`config.mk`:
```
export PLATFORM = sky130hd
export DESIGN_NAME = easyaxi_slv_rd_flat
export DESIGN_NICKNAME = d
export VERILOG_FILES = /design/src/rtl/easyaxi_slv_rd_pkg.sv /design/src/rtl/easyaxi_slv_rd_if.sv /design/src/rtl/easyaxi_slv_rd_sync_fifo.sv /design/src/rtl/easyaxi_slv_rd.sv /design/src/flat_wrapper.sv
export SDC_FILE = /design/constraint.sdc
export NUM_CORES = 1
export LEC_CHECK = 0
export ABC_AREA = 1
export ABC_CLOCK_PERIOD_IN_PS = 6300
export CAP_MARGIN = 20
export CORE_MARGIN = 1.5
export CORE_UTILIZATION = 55
export CTS_CLUSTER_DIAMETER = 150
export DETAILED_ROUTE_END_ITERATION = 10
export DONT_BUFFER_PORTS = 1
export HOLD_SLACK_MARGIN = 0.1
export PLACE_DENSITY = 0.7
export SLEW_MARGIN = 0
export SYNTH_ARGS = -nofsm -noshare
export SYNTH_HDL_FRONTEND = slang
export SYNTH_SLANG_ARGS = --single-unit
```
`constraint.sdc`:
```
create_clock -name clk -period 6.3 [get_ports clk]
set_input_delay 0.315 -clock clk [delete_from_list [all_inputs] [get_ports clk]]
set_output_delay 0.315 -clock clk [all_outputs]
set_load 0.02 [all_outputs]
```
`src/rtl/easyaxi_slv_rd_pkg.sv`:
```
// Shared AXI widths, response codes and R-channel state encoding for the
// easyaxi read-slave responder.
package easyaxi_slv_rd_pkg;

  localparam int unsigned AXI_ID_WIDTH   = 4;
  localparam int unsigned AXI_ADDR_WIDTH = 16;
  localparam int unsigned AXI_DATA_WIDTH = 32;

  localparam logic [1:0] AXI_RESP_OKAY   = 2'b00;
  localparam logic [1:0] AXI_RESP_SLVERR = 2'b10;

  // Countdown register width; covers the full 1..15 latency range.
  localparam int unsigned CD_WIDTH = 4;

  typedef enum logic {
    R_IDLE  = 1'b0,
    R_VALID = 1'b1
  } r_state_e;

endpackage

```
`src/rtl/easyaxi_slv_rd_if.sv`:
```
// AR/R channel bundle between the read master and the read-slave responder.
interface easyaxi_slv_rd_if #(
  parameter int unsigned ID_WIDTH   = easyaxi_slv_rd_pkg::AXI_ID_WIDTH,
  parameter int unsigned ADDR_WIDTH = easyaxi_slv_rd_pkg::AXI_ADDR_WIDTH,
  parameter int unsigned DATA_WIDTH = easyaxi_slv_rd_pkg::AXI_DATA_WIDTH
) ();

  logic                  axi_slv_arvalid;
  logic                  axi_slv_arready;
  logic [ID_WIDTH-1:0]   axi_slv_arid;
  logic [ADDR_WIDTH-1:0] axi_slv_araddr;
  logic                  axi_slv_rvalid;
  logic                  axi_slv_rready;
  logic [ID_WIDTH-1:0]   axi_slv_rid;
  logic [DATA_WIDTH-1:0] axi_slv_rdata;
  logic [1:0]            axi_slv_rresp;
  logic                  axi_slv_rlast;

  modport master (
    output axi_slv_arvalid, axi_slv_arid, axi_slv_araddr, axi_slv_rready,
    input  axi_slv_arready, axi_slv_rvalid, axi_slv_rid, axi_slv_rdata,
           axi_slv_rresp, axi_slv_rlast
  );

  modport slave (
    input  axi_slv_arvalid, axi_slv_arid, axi_slv_araddr, axi_slv_rready,
    output axi_slv_arready, axi_slv_rvalid, axi_slv_rid, axi_slv_rdata,
           axi_slv_rresp, axi_slv_rlast
  );

endinterface

```
`src/rtl/easyaxi_slv_rd_sync_fifo.sv`:
```
// In-order request store with push/pop, count, full/empty, and a
// combinational peek port so the owner can look ahead at the next head.
module easyaxi_sync_fifo #(
  parameter int unsigned WIDTH = 22,
  parameter int unsigned DEPTH = 4
) (
  input  logic                     i_clk,
  input  logic                     i_rst_n,
  input  logic                     i_push,
  input  logic [WIDTH-1:0]         i_wdata,
  input  logic                     i_pop,
  input  logic [$clog2(DEPTH)-1:0] i_peek_idx,
  output logic [WIDTH-1:0]         o_peek_data,
  output logic [$clog2(DEPTH)-1:0] o_wr_idx,
  output logic [$clog2(DEPTH)-1:0] o_rd_idx,
  output logic [$clog2(DEPTH):0]   o_count,
  output logic                     o_full,
  output logic                     o_empty
);

  localparam int unsigned PTR_W = $clog2(DEPTH);
  localparam int unsigned CNT_W = PTR_W + 1;

  logic [WIDTH-1:0] r_mem [DEPTH];
  logic [PTR_W-1:0] r_wr_ptr;
  logic [PTR_W-1:0] r_rd_ptr;
  logic [CNT_W-1:0] r_count;

  // Storage, pointers and occupancy; pointers wrap naturally (power-of-two depth).
  always_ff @(posedge i_clk) begin
    if (!i_rst_n) begin
      r_wr_ptr <= '0;
      r_rd_ptr <= '0;
      r_count  <= '0;
      for (int unsigned i = 0; i < DEPTH; i++) begin
        r_mem[i] <= '0;
      end
    end else begin
      if (i_push) begin
        r_mem[r_wr_ptr] <= i_wdata;
        r_wr_ptr        <= r_wr_ptr + PTR_W'(1);
      end
      if (i_pop) begin
        r_rd_ptr <= r_rd_ptr + PTR_W'(1);
      end
      r_count <= r_count + CNT_W'(i_push) - CNT_W'(i_pop);
    end
  end

  // Status and peek read-out.
  always_comb begin
    o_peek_data = r_mem[i_peek_idx];
    o_wr_idx    = r_wr_ptr;
    o_rd_idx    = r_rd_ptr;
    o_count     = r_count;
    o_full      = (r_count == CNT_W'(DEPTH));
    o_empty     = (r_count == '0);
  end

endmodule

```
`src/rtl/easyaxi_slv_rd.sv`:
```
// AXI read-slave responder: accepts AR requests into an in-order buffer and
// answers each with a single-beat R response after a fixed latency. Data is
// {zeros, arid, araddr}; addresses at or above ADDR_LIMIT return SLVERR.
module easyaxi_slv_rd #(
  parameter int unsigned AXI_ID_WIDTH   = easyaxi_slv_rd_pkg::AXI_ID_WIDTH,
  parameter int unsigned AXI_ADDR_WIDTH = easyaxi_slv_rd_pkg::AXI_ADDR_WIDTH,
  parameter int unsigned AXI_DATA_WIDTH = easyaxi_slv_rd_pkg::AXI_DATA_WIDTH,
  parameter int unsigned OST_DEPTH      = 4,
  parameter int unsigned RD_LATENCY     = 2,
  parameter logic [AXI_ADDR_WIDTH-1:0] ADDR_LIMIT = 'h0001
) (
  input  logic                         clk,
  input  logic                         rst_n,
  easyaxi_slv_rd_if.slave              axi_slv,
  output logic [$clog2(OST_DEPTH):0]   ost_cnt
);

  import easyaxi_slv_rd_pkg::*;

  localparam int unsigned PTR_W   = $clog2(OST_DEPTH);
  localparam int unsigned CNT_W   = PTR_W + 1;
  localparam int unsigned ENTRY_W = AXI_ID_WIDTH + AXI_ADDR_WIDTH + 2;
  localparam logic [CD_WIDTH-1:0] CD_INIT = CD_WIDTH'(RD_LATENCY - 1);

  r_state_e                  r_state;
  r_state_e                  w_state_next;

  logic [CD_WIDTH-1:0]       r_cd      [OST_DEPTH];
  logic [CD_WIDTH-1:0]       w_cd_next [OST_DEPTH];

  logic [AXI_ID_WIDTH-1:0]   r_rid;
  logic [AXI_DATA_WIDTH-1:0] r_rdata;
  logic [1:0]                r_rresp;

  logic                      w_arready;
  logic                      w_push;
  logic                      w_pop;
  logic [1:0]                w_ar_resp;
  logic [ENTRY_W-1:0]        w_push_data;
  logic                      w_full;
  logic                      w_empty;
  logic [CNT_W-1:0]          w_count;
  logic [PTR_W-1:0]          w_wr_idx;
  logic [PTR_W-1:0]          w_rd_idx;
  logic [PTR_W-1:0]          w_head_next_idx;
  logic [ENTRY_W-1:0]        w_peek_data;
  logic [ENTRY_W-1:0]        w_head_next_data;
  logic [CNT_W-1:0]          w_cnt_after_pop;
  logic [CNT_W-1:0]          w_cnt_next;
  logic                      w_head_ready;
  logic [AXI_ID_WIDTH-1:0]   w_next_id;
  logic [AXI_ADDR_WIDTH-1:0] w_next_addr;
  logic [1:0]                w_next_resp;

  easyaxi_sync_fifo #(
    .WIDTH (ENTRY_W),
    .DEPTH (OST_DEPTH)
  ) u_fifo (
    .i_clk       (clk),
    .i_rst_n     (rst_n),
    .i_push      (w_push),
    .i_wdata     (w_push_data),
    .i_pop       (w_pop),
    .i_peek_idx  (w_head_next_idx),
    .o_peek_data (w_peek_data),
    .o_wr_idx    (w_wr_idx),
    .o_rd_idx    (w_rd_idx),
    .o_count     (w_count),
    .o_full      (w_full),
    .o_empty     (w_empty)
  );

  // AR acceptance and request decode; arready depends on registered state only.
  always_comb begin
    w_arready   = rst_n & ~w_full;
    w_push      = axi_slv.axi_slv_arvalid & w_arready;
    w_pop       = (r_state == R_VALID) & axi_slv.axi_slv_rready & ~w_empty;
    w_ar_resp   = (axi_slv.axi_slv_araddr < ADDR_LIMIT) ? AXI_RESP_OKAY : AXI_RESP_SLVERR;
    w_push_data = {axi_slv.axi_slv_arid, axi_slv.axi_slv_araddr, w_ar_resp};
  end

  // Next countdown per slot: saturating decrement, reload on push into that slot.
  always_comb begin
    for (int unsigned i = 0; i < OST_DEPTH; i++) begin
      w_cd_next[i] = (r_cd[i] == '0) ? '0 : r_cd[i] - CD_WIDTH'(1);
      if (w_push && (w_wr_idx == PTR_W'(i))) begin
        w_cd_next[i] = CD_INIT;
      end
    end
  end

  // Countdown registers indexed by FIFO storage slot.
  always_ff @(posedge clk) begin
    if (!rst_n) begin
      for (int unsigned i = 0; i < OST_DEPTH; i++) begin
        r_cd[i] <= '0;
      end
    end else begin
      for (int unsigned i = 0; i < OST_DEPTH; i++) begin
        r_cd[i] <= w_cd_next[i];
      end
    end
  end

  // Look ahead to the head entry after this edge so rvalid and the payload
  // can be registered; when the buffer drains to nothing but the incoming
  // push, that push is the next head and is not yet in storage.
  always_comb begin
    w_cnt_after_pop  = w_count - CNT_W'(w_pop);
    w_cnt_next       = w_cnt_after_pop + CNT_W'(w_push);
    w_head_next_idx  = w_rd_idx + PTR_W'(w_pop);
    w_head_next_data = (w_cnt_after_pop == '0) ? w_push_data : w_peek_data;
    w_head_ready     = (w_cnt_next != '0) && (w_cd_next[w_head_next_idx] == '0);
    w_next_id        = w_head_next_data[ENTRY_W-1 -: AXI_ID_WIDTH];
    w_next_addr      = w_head_next_data[2 +: AXI_ADDR_WIDTH];
    w_next_resp      = w_head_next_data[1:0];
  end

  // R-channel state register.
  always_ff @(posedge clk) begin
    if (!rst_n) begin
      r_state <= R_IDLE;
    end else begin
      r_state <= w_state_next;
    end
  end

  // R-channel next state: valid whenever the upcoming head has matured.
  always_comb begin
    w_state_next = R_IDLE;
    if (w_head_ready) begin
      w_state_next = R_VALID;
    end
  end

  // R payload registers; reload only when a response will be presented.
  always_ff @(posedge clk) begin
    if (!rst_n) begin
      r_rid   <= '0;
      r_rdata <= '0;
      r_rresp <= '0;
    end else if (w_state_next == R_VALID) begin
      r_rid   <= w_next_id;
      r_rdata <= AXI_DATA_WIDTH'({w_next_id, w_next_addr});
      r_rresp <= w_next_resp;
    end
  end

  // Drive the bus.
  always_comb begin
    axi_slv.axi_slv_arready = w_arready;
    axi_slv.axi_slv_rvalid  = (r_state == R_VALID);
    axi_slv.axi_slv_rid     = r_rid;
    axi_slv.axi_slv_rdata   = r_rdata;
    axi_slv.axi_slv_rresp   = r_rresp;
    axi_slv.axi_slv_rlast   = 1'b1;
    ost_cnt                 = w_count;
  end

endmodule

```
`src/flat_wrapper.sv`:
```
// flat-port wrapper written by rule: the top's interface ports become plain ports
module easyaxi_slv_rd_flat import easyaxi_slv_rd_pkg::*;
#(
  parameter int unsigned AXI_ID_WIDTH   = easyaxi_slv_rd_pkg::AXI_ID_WIDTH,
  parameter int unsigned AXI_ADDR_WIDTH = easyaxi_slv_rd_pkg::AXI_ADDR_WIDTH,
  parameter int unsigned AXI_DATA_WIDTH = easyaxi_slv_rd_pkg::AXI_DATA_WIDTH,
  parameter int unsigned OST_DEPTH      = 4,
  parameter int unsigned RD_LATENCY     = 2,
  parameter logic [AXI_ADDR_WIDTH-1:0] ADDR_LIMIT = 'h0001
)
  (clk, rst_n, ost_cnt, axi_slv_axi_slv_arvalid, axi_slv_axi_slv_arid, axi_slv_axi_slv_araddr, axi_slv_axi_slv_rready, axi_slv_axi_slv_arready, axi_slv_axi_slv_rvalid, axi_slv_axi_slv_rid, axi_slv_axi_slv_rdata, axi_slv_axi_slv_rresp, axi_slv_axi_slv_rlast);
  easyaxi_slv_rd_if #(.ID_WIDTH(4), .ADDR_WIDTH(16), .DATA_WIDTH(32)) axi_slv_i ();
  input  logic clk;
  input  logic rst_n;
  output logic [$clog2(OST_DEPTH):0] ost_cnt;
  input wire logic [$bits(axi_slv_i.axi_slv_arvalid)-1:0] axi_slv_axi_slv_arvalid;
  input wire logic [$bits(axi_slv_i.axi_slv_arid)-1:0] axi_slv_axi_slv_arid;
  input wire logic [$bits(axi_slv_i.axi_slv_araddr)-1:0] axi_slv_axi_slv_araddr;
  input wire logic [$bits(axi_slv_i.axi_slv_rready)-1:0] axi_slv_axi_slv_rready;
  output wire logic [$bits(axi_slv_i.axi_slv_arready)-1:0] axi_slv_axi_slv_arready;
  output wire logic [$bits(axi_slv_i.axi_slv_rvalid)-1:0] axi_slv_axi_slv_rvalid;
  output wire logic [$bits(axi_slv_i.axi_slv_rid)-1:0] axi_slv_axi_slv_rid;
  output wire logic [$bits(axi_slv_i.axi_slv_rdata)-1:0] axi_slv_axi_slv_rdata;
  output wire logic [$bits(axi_slv_i.axi_slv_rresp)-1:0] axi_slv_axi_slv_rresp;
  output wire logic [$bits(axi_slv_i.axi_slv_rlast)-1:0] axi_slv_axi_slv_rlast;
  assign axi_slv_i.axi_slv_arvalid = axi_slv_axi_slv_arvalid;
  assign axi_slv_i.axi_slv_arid = axi_slv_axi_slv_arid;
  assign axi_slv_i.axi_slv_araddr = axi_slv_axi_slv_araddr;
  assign axi_slv_i.axi_slv_rready = axi_slv_axi_slv_rready;
  assign axi_slv_axi_slv_arready = axi_slv_i.axi_slv_arready;
  assign axi_slv_axi_slv_rvalid = axi_slv_i.axi_slv_rvalid;
  assign axi_slv_axi_slv_rid = axi_slv_i.axi_slv_rid;
  assign axi_slv_axi_slv_rdata = axi_slv_i.axi_slv_rdata;
  assign axi_slv_axi_slv_rresp = axi_slv_i.axi_slv_rresp;
  assign axi_slv_axi_slv_rlast = axi_slv_i.axi_slv_rlast;
  easyaxi_slv_rd #(.AXI_ID_WIDTH(AXI_ID_WIDTH), .AXI_ADDR_WIDTH(AXI_ADDR_WIDTH), .AXI_DATA_WIDTH(AXI_DATA_WIDTH), .OST_DEPTH(OST_DEPTH), .RD_LATENCY(RD_LATENCY), .ADDR_LIMIT(ADDR_LIMIT)) u_core (.clk(clk), .rst_n(rst_n), .axi_slv(axi_slv_i), .ost_cnt(ost_cnt));
endmodule
```
Yosys cells after proc, flatten, opt, wreduce, memory -nomap -nowiden --
Memory sizes are Yosys's and may differ from the RTL's. Index checks and enable logic that the tools add are counted.
Cells by class: reductions and logical operators 15, $lt $le $gt $ge 2, equal/unequal tests 4, add/subtract/negate cells 11, bitwise gates (word level) 11, multiplexer cells 26
Operators with widths (number):
- two-way mux 4 bit | 14
- two-way mux 22 bit | 2
- OR reduction 22 bit | 1
- logical NOT 4 bit | 5
- < comparator 16 x 1 -> 1 bit (second input constant) | 1
- subtractor 4 x 1 -> 4 bit (second input constant) | 4
- binary-select mux 4 bit (select 2 bit) | 1
- two-way mux 1 bit | 7
- adder 3 x 1 -> 3 bit | 2
- logical NOT 3 bit | 2
- subtractor 3 x 1 -> 3 bit | 2
- logical AND 1 bit | 5
- adder 2 x 1 -> 2 bit (second input constant) | 2
- AND 1 bit | 4
- == test 2 bit (second input constant) | 2
- two-way mux 2 bit | 2
- bitwise OR 1 bit | 4
- == test 3 bit (second input constant) | 1
- greater-or-equal comparator 3 bit (second input constant) | 1
- inverter 2 -> 3 bit | 1
- nonzero test 3 bit | 1
- adder 2 x 1 -> 2 bit | 1
- == test 2 x 1 -> 1 bit (second input constant) | 1
- logical NOT 2 bit | 1
- inverter 1 bit | 2
Word-level totals: memories kept 2, output and inout port bits 44, bits in writable memories 104, bits of input ports 24, register bits after elaboration 34
Memory list:
- u_core.u_fifo.r_mem | depth 4, width 22, rd ports 1, clocked after memory_dff 0, write ports 4, RTL line easyaxi_slv_rd_sync_fifo.sv:24 | logic [WIDTH-1:0] r_mem [DEPTH];
- u_core.r_cd | depth 4, width 4, rd ports 4, clocked after memory_dff 0, write ports 4, RTL line easyaxi_slv_rd.sv:28 | logic [CD_WIDTH-1:0] r_cd [OST_DEPTH];

Depth between registers and ports, before layout --
depth in word-level cells 12, depth in mapped cells 15, gate-level depth less buffers 14

Modules after synthesis --
Synthesis repeated with hierarchy kept, for this count alone.
Second synthesis, totals: cells, all modules 882, area, all modules 7109.3 um^2
By module, submodules not included:
- easyaxi_sync_fifo | cells each 426, times used 1, area each 4367.9 um^2, seq. area each 2782.7 um^2
- easyaxi_slv_rd | cells each 456, times used 1, area each 2741.4 um^2, seq. area each 780.7 um^2

Worst setup path after synthesis --
Ideal clock, no wire load.
path type flip-flop to flip-flop, start point register u_core.u_fifo.r_count[0], in the netlist u_core.u_fifo.o_count[0], end point memory u_core.u_fifo.r_mem[3][10] (enable), clock period less this slack 3.443 ns, required time 5.868 ns, cell stages (with the launch flop) 5, arrival time 3.011 ns, setup slack 2.857 ns, path through dfxtp_1 > inv_1 > a31oi_1 > nand2_2 > a211oi_1
RTL lines:
- start, declared | RTL line easyaxi_slv_rd_sync_fifo.sv:27 | logic [CNT_W-1:0] r_count;
- start signal, assigned | RTL line easyaxi_slv_rd_sync_fifo.sv:46 | r_count <= r_count + CNT_W'(i_push) - CNT_W'(i_pop);
- end, declared | RTL line easyaxi_slv_rd_sync_fifo.sv:24

==> flow_summary_export.csv <==
group,metric,value,unit
status,status,"finished, final reports clean",
cts,htree_num_levels,4,
final_layout,num_antenna_cells,0,
final_layout,n_fill_cell,967,
cts,cts_root_buffer,"clkbuf_16",
yosys,synth-async-reset-ratio,0,
cts,clock_latency,420,ps
pwr,finalPower,3.07,mW
sta,holdWs,142,ps
sta,fin_crit_sh,0.621,
final_layout,syn2layout_area_growth,8.81,%
cts,clk_pin_slew,60,ps
critical_path,slowest_delay,950,ps
sta,setup_slack,2390,ps
grt,met2_usage,0.386,
yosys,netlist.area_leader.share,0.390,
final_layout,regArea,0.00342,mm2
pwr,worst_ir_drop_vdd,315,uV
sta,final-setup-viol-count,0,
critical_path,crit_type,"reg2reg",
sta,fin_crit,3910,ps
sta,slew_headroom,0.347,
grt,grt_max_degree,46,
route,dr.pass1.iters,5,
route,ant_nets,0,
sta,grt_setup_unrepaired,"no",
yosys,synth_cell_types,31,
cts,ctsResizeCount,0,
cts,post-cts-setup-buffers,0,
place,io_buffers,0,
route,drc,0,
yosys,synthCells,727,
critical_path,critPathSlowestCell,"nand2_1",
die,core_area,0.0114,mm2
grt,grt_pass1_wl,22700,um
route,wl_per_cell,16.1,um
critical_path,path_cells,"inv_1 > a31oi_1 > nand2_2 > nor2_2 > nand2_1 > nand2_1",
critical_path,critPathBufInv,1,
critical_path,worstPathRequired,6340,ps
die,fp.dieH,111,um
die,fp-row-count,39,
place,dp_slack,2210,ps
grt,grtUsageTotal,0.235,
final_layout,drive_above_1_share,0.127,
final_layout,stdcell_area,0.00703,mm2
grt,grt_antenna_before_repair,0,
die,die_x,111,um
sta,finalMaxSlewViolations,0,
job,drv_cap,0,
place,placed_cell_area,0.00643,mm2
sta,worst_pin_slew,977,ps
grt,met1_usage,0.299,
grt,grt_most_used_layer,"met2",
route,vias_per_cell,5.51,
place,dp_hpwl,9080,um
route,finalWirelength,14000,um
die,die_area,0.0124,mm2
cts,cts_sinks,129,
place,globalplace.congestion,0.778,
pwr,power_density,436,mW/mm2
die,ios,68,
yosys,synth_edf_count,84,
cts,cts_buffers,17,
yosys,syn_area,0.00646,mm2
yosys,yosys-top-cells-area,"edfxtp_1, dfxtp_1, nor2_1",
yosys,seq_area_frac_synth,0.530,
yosys,ys_seq_elements,129,
critical_path,worst-path-max-fanout,28,
critical_path,crit_top_cell,"nand2_1",
route,vias,4791,
yosys,yosysWarnings,0,
grt,grtUsageMet3,0.0670,
critical_path,cp-start-kind,"register",
sta,fin_tns_setup,0,ps
yosys,yosys.area.top_type,"edfxtp_1",
die,start_util,0.566,
cts,cts_tree,"done",
critical_path,arrival,3950,ps
yosys,ys.flop_type,"edfxtp_1",
yosys,avgSynthCellArea,8.89,um2
final_layout,multi_input_area,0.00244,mm2
route,drt_iter0_drc,431,
grt,gr-total-overflow,0,
sta,max_clock_freq,256,MHz
critical_path,critPathCaptureType,"register",
sta,finalHoldViolations,0,
pwr,p_leak,2.95,nW
cts,cts.path.max_buffers,2,
critical_path,critPathTopFamily,"simple AND/OR/NAND/NOR gates",
worst_hold_path,min-delay-path-class,"in2reg",
final_layout,nets,756,
sta,finClkSkew,5.80,ps
grt,grt_pass1_vias,4581,
[final cells by class]
cell class	count	share of cell area
Sequential cell	129	0.487
Multi-Input combinational cell	462	0.347
Clock buffer	17	0.0605
Inverter	95	0.0507
Tap cell	143	0.0254
Clock inverter	15	0.0173
Timing Repair Buffer	8	0.0128
[worst reg2reg max path: stages, from the launching register on]
cell	delay, ps
dfxtp_1	440
inv_1	160
a31oi_1	570
nand2_2	550
nor2_2	330
nand2_1	520
nand2_1	950
[power by group]
group	switching, mW	internal [mW]
logic	0.613	0.296
clock network	0.364	0.536
registers	0.183	1.07
[state kept, by name (all words and copies together), names as in the netlist]
| signal | count |
|---|---|
| u_core.u_fifo.r_mem | 84 |
| u_core.u_fifo.o_wr_idx | 2 |
| u_core.axi_slv.axi_slv_rresp | 1 |
| u_core.r_cd | 16 |
| u_core.axi_slv.axi_slv_rid | 4 |
| u_core.u_fifo.o_count | 3 |
| u_core.axi_slv.axi_slv_rvalid | 1 |
| u_core.u_fifo.o_rd_idx | 2 |
| u_core.axi_slv.axi_slv_rdata | 16 |
[kinds of logic (layout without fill, tap and decap cells)]
| group | Yosys count | in the layout | synth area share |
|---|---|---|---|
| adder cells (fa/ha/maj) | 19 | 19 | 0.0379 |
| buffers and inverters | 148 | 135 | 0.102 |
| AO/OA/AOI/OAI | 85 | 85 | 0.0842 |
| AND/OR/NAND/NOR | 339 | 339 | 0.238 |
| XOR/XNOR | 5 | 5 | 0.00677 |
| other | 2 | 14 | 0.00116 |
| flip-flops | 129 | 129 | 0.530 |
[worst paths after layout]
kind                                     startpoint                                  endpoint  slack, ps  cells after the start
max             u_core.u_fifo.o_count[0]$_SDFF_PN0_  u_core.u_fifo.r_mem[0][15]$_SDFFCE_PN0P_       2390                      6
min                                           rst_n  u_core.axi_slv.axi_slv_rvalid$_SDFF_PN0_        140                      2
max reg2reg     u_core.u_fifo.o_count[0]$_SDFF_PN0_  u_core.u_fifo.r_mem[0][15]$_SDFFCE_PN0P_       2390                      6
min reg2reg  u_core.u_fifo.o_rd_idx[0]$_SDFFE_PN0P_    u_core.u_fifo.o_rd_idx[0]$_SDFFE_PN0P_        490                      1
[placed cells by master, fill, tap and decap left out, types with 2 or more instances in the layout]
master,n
clkinv_1,2
buf_4,5
conb_1,14
nand2_1,91
ha_1,18
clkinv_4,3
clkinvlp_4,5
nand3_4,2
nor3b_1,2
inv_2,2
nand3_1,27
edfxtp_1,84
a21oi_1,14
a31oi_1,8
clkinv_2,4
or2_2,44
nand3_2,3
o211ai_1,41
dfxtp_1,45
o21ai_0,20
inv_1,93
clkbuf_16,17
xor2_1,3
nor2_1,142
nand4_1,25
[synthesized netlist by cell type (3+ instances only)]
| cell type | instances |
|---|---|
| a21oi_1 | 14 |
| a31oi_1 | 8 |
| buf_2 | 15 |
| buf_4 | 19 |
| clkbuf_1 | 16 |
| dfxtp_1 | 45 |
| edfxtp_1 | 84 |
| ha_1 | 18 |
| inv_1 | 93 |
| nand2_1 | 91 |
| nand3_1 | 27 |
| nand3_2 | 3 |
| nand4_1 | 25 |
| nor2_1 | 142 |
| o211ai_1 | 41 |
| o21ai_0 | 20 |
| or2_2 | 44 |
| xor2_1 | 3 |
[per-layer routing]
metal / vias up / part of all wire
met1: 2281 / 0.43
met5: - / 0
met4: 0 / 0.014
li1: 2334 / -
met3: 17 / 0.074
met2: 159 / 0.48
[per-stage QoR]
stage | utilization | cells
finish | 0.616 | 869
detailed placement | 0.564 | 834
floorplan | - | 739
global route | 0.616 | 869
global placement | 0.564 | 834
CTS | 0.612 | 867
[timing repair]
action	4_1_cts	5_1_grt
hold buffers	1	0
endpoints found under the hold margin	32	0
setup endpoints to repair	0	0
(Power assumes the default switching activity.)
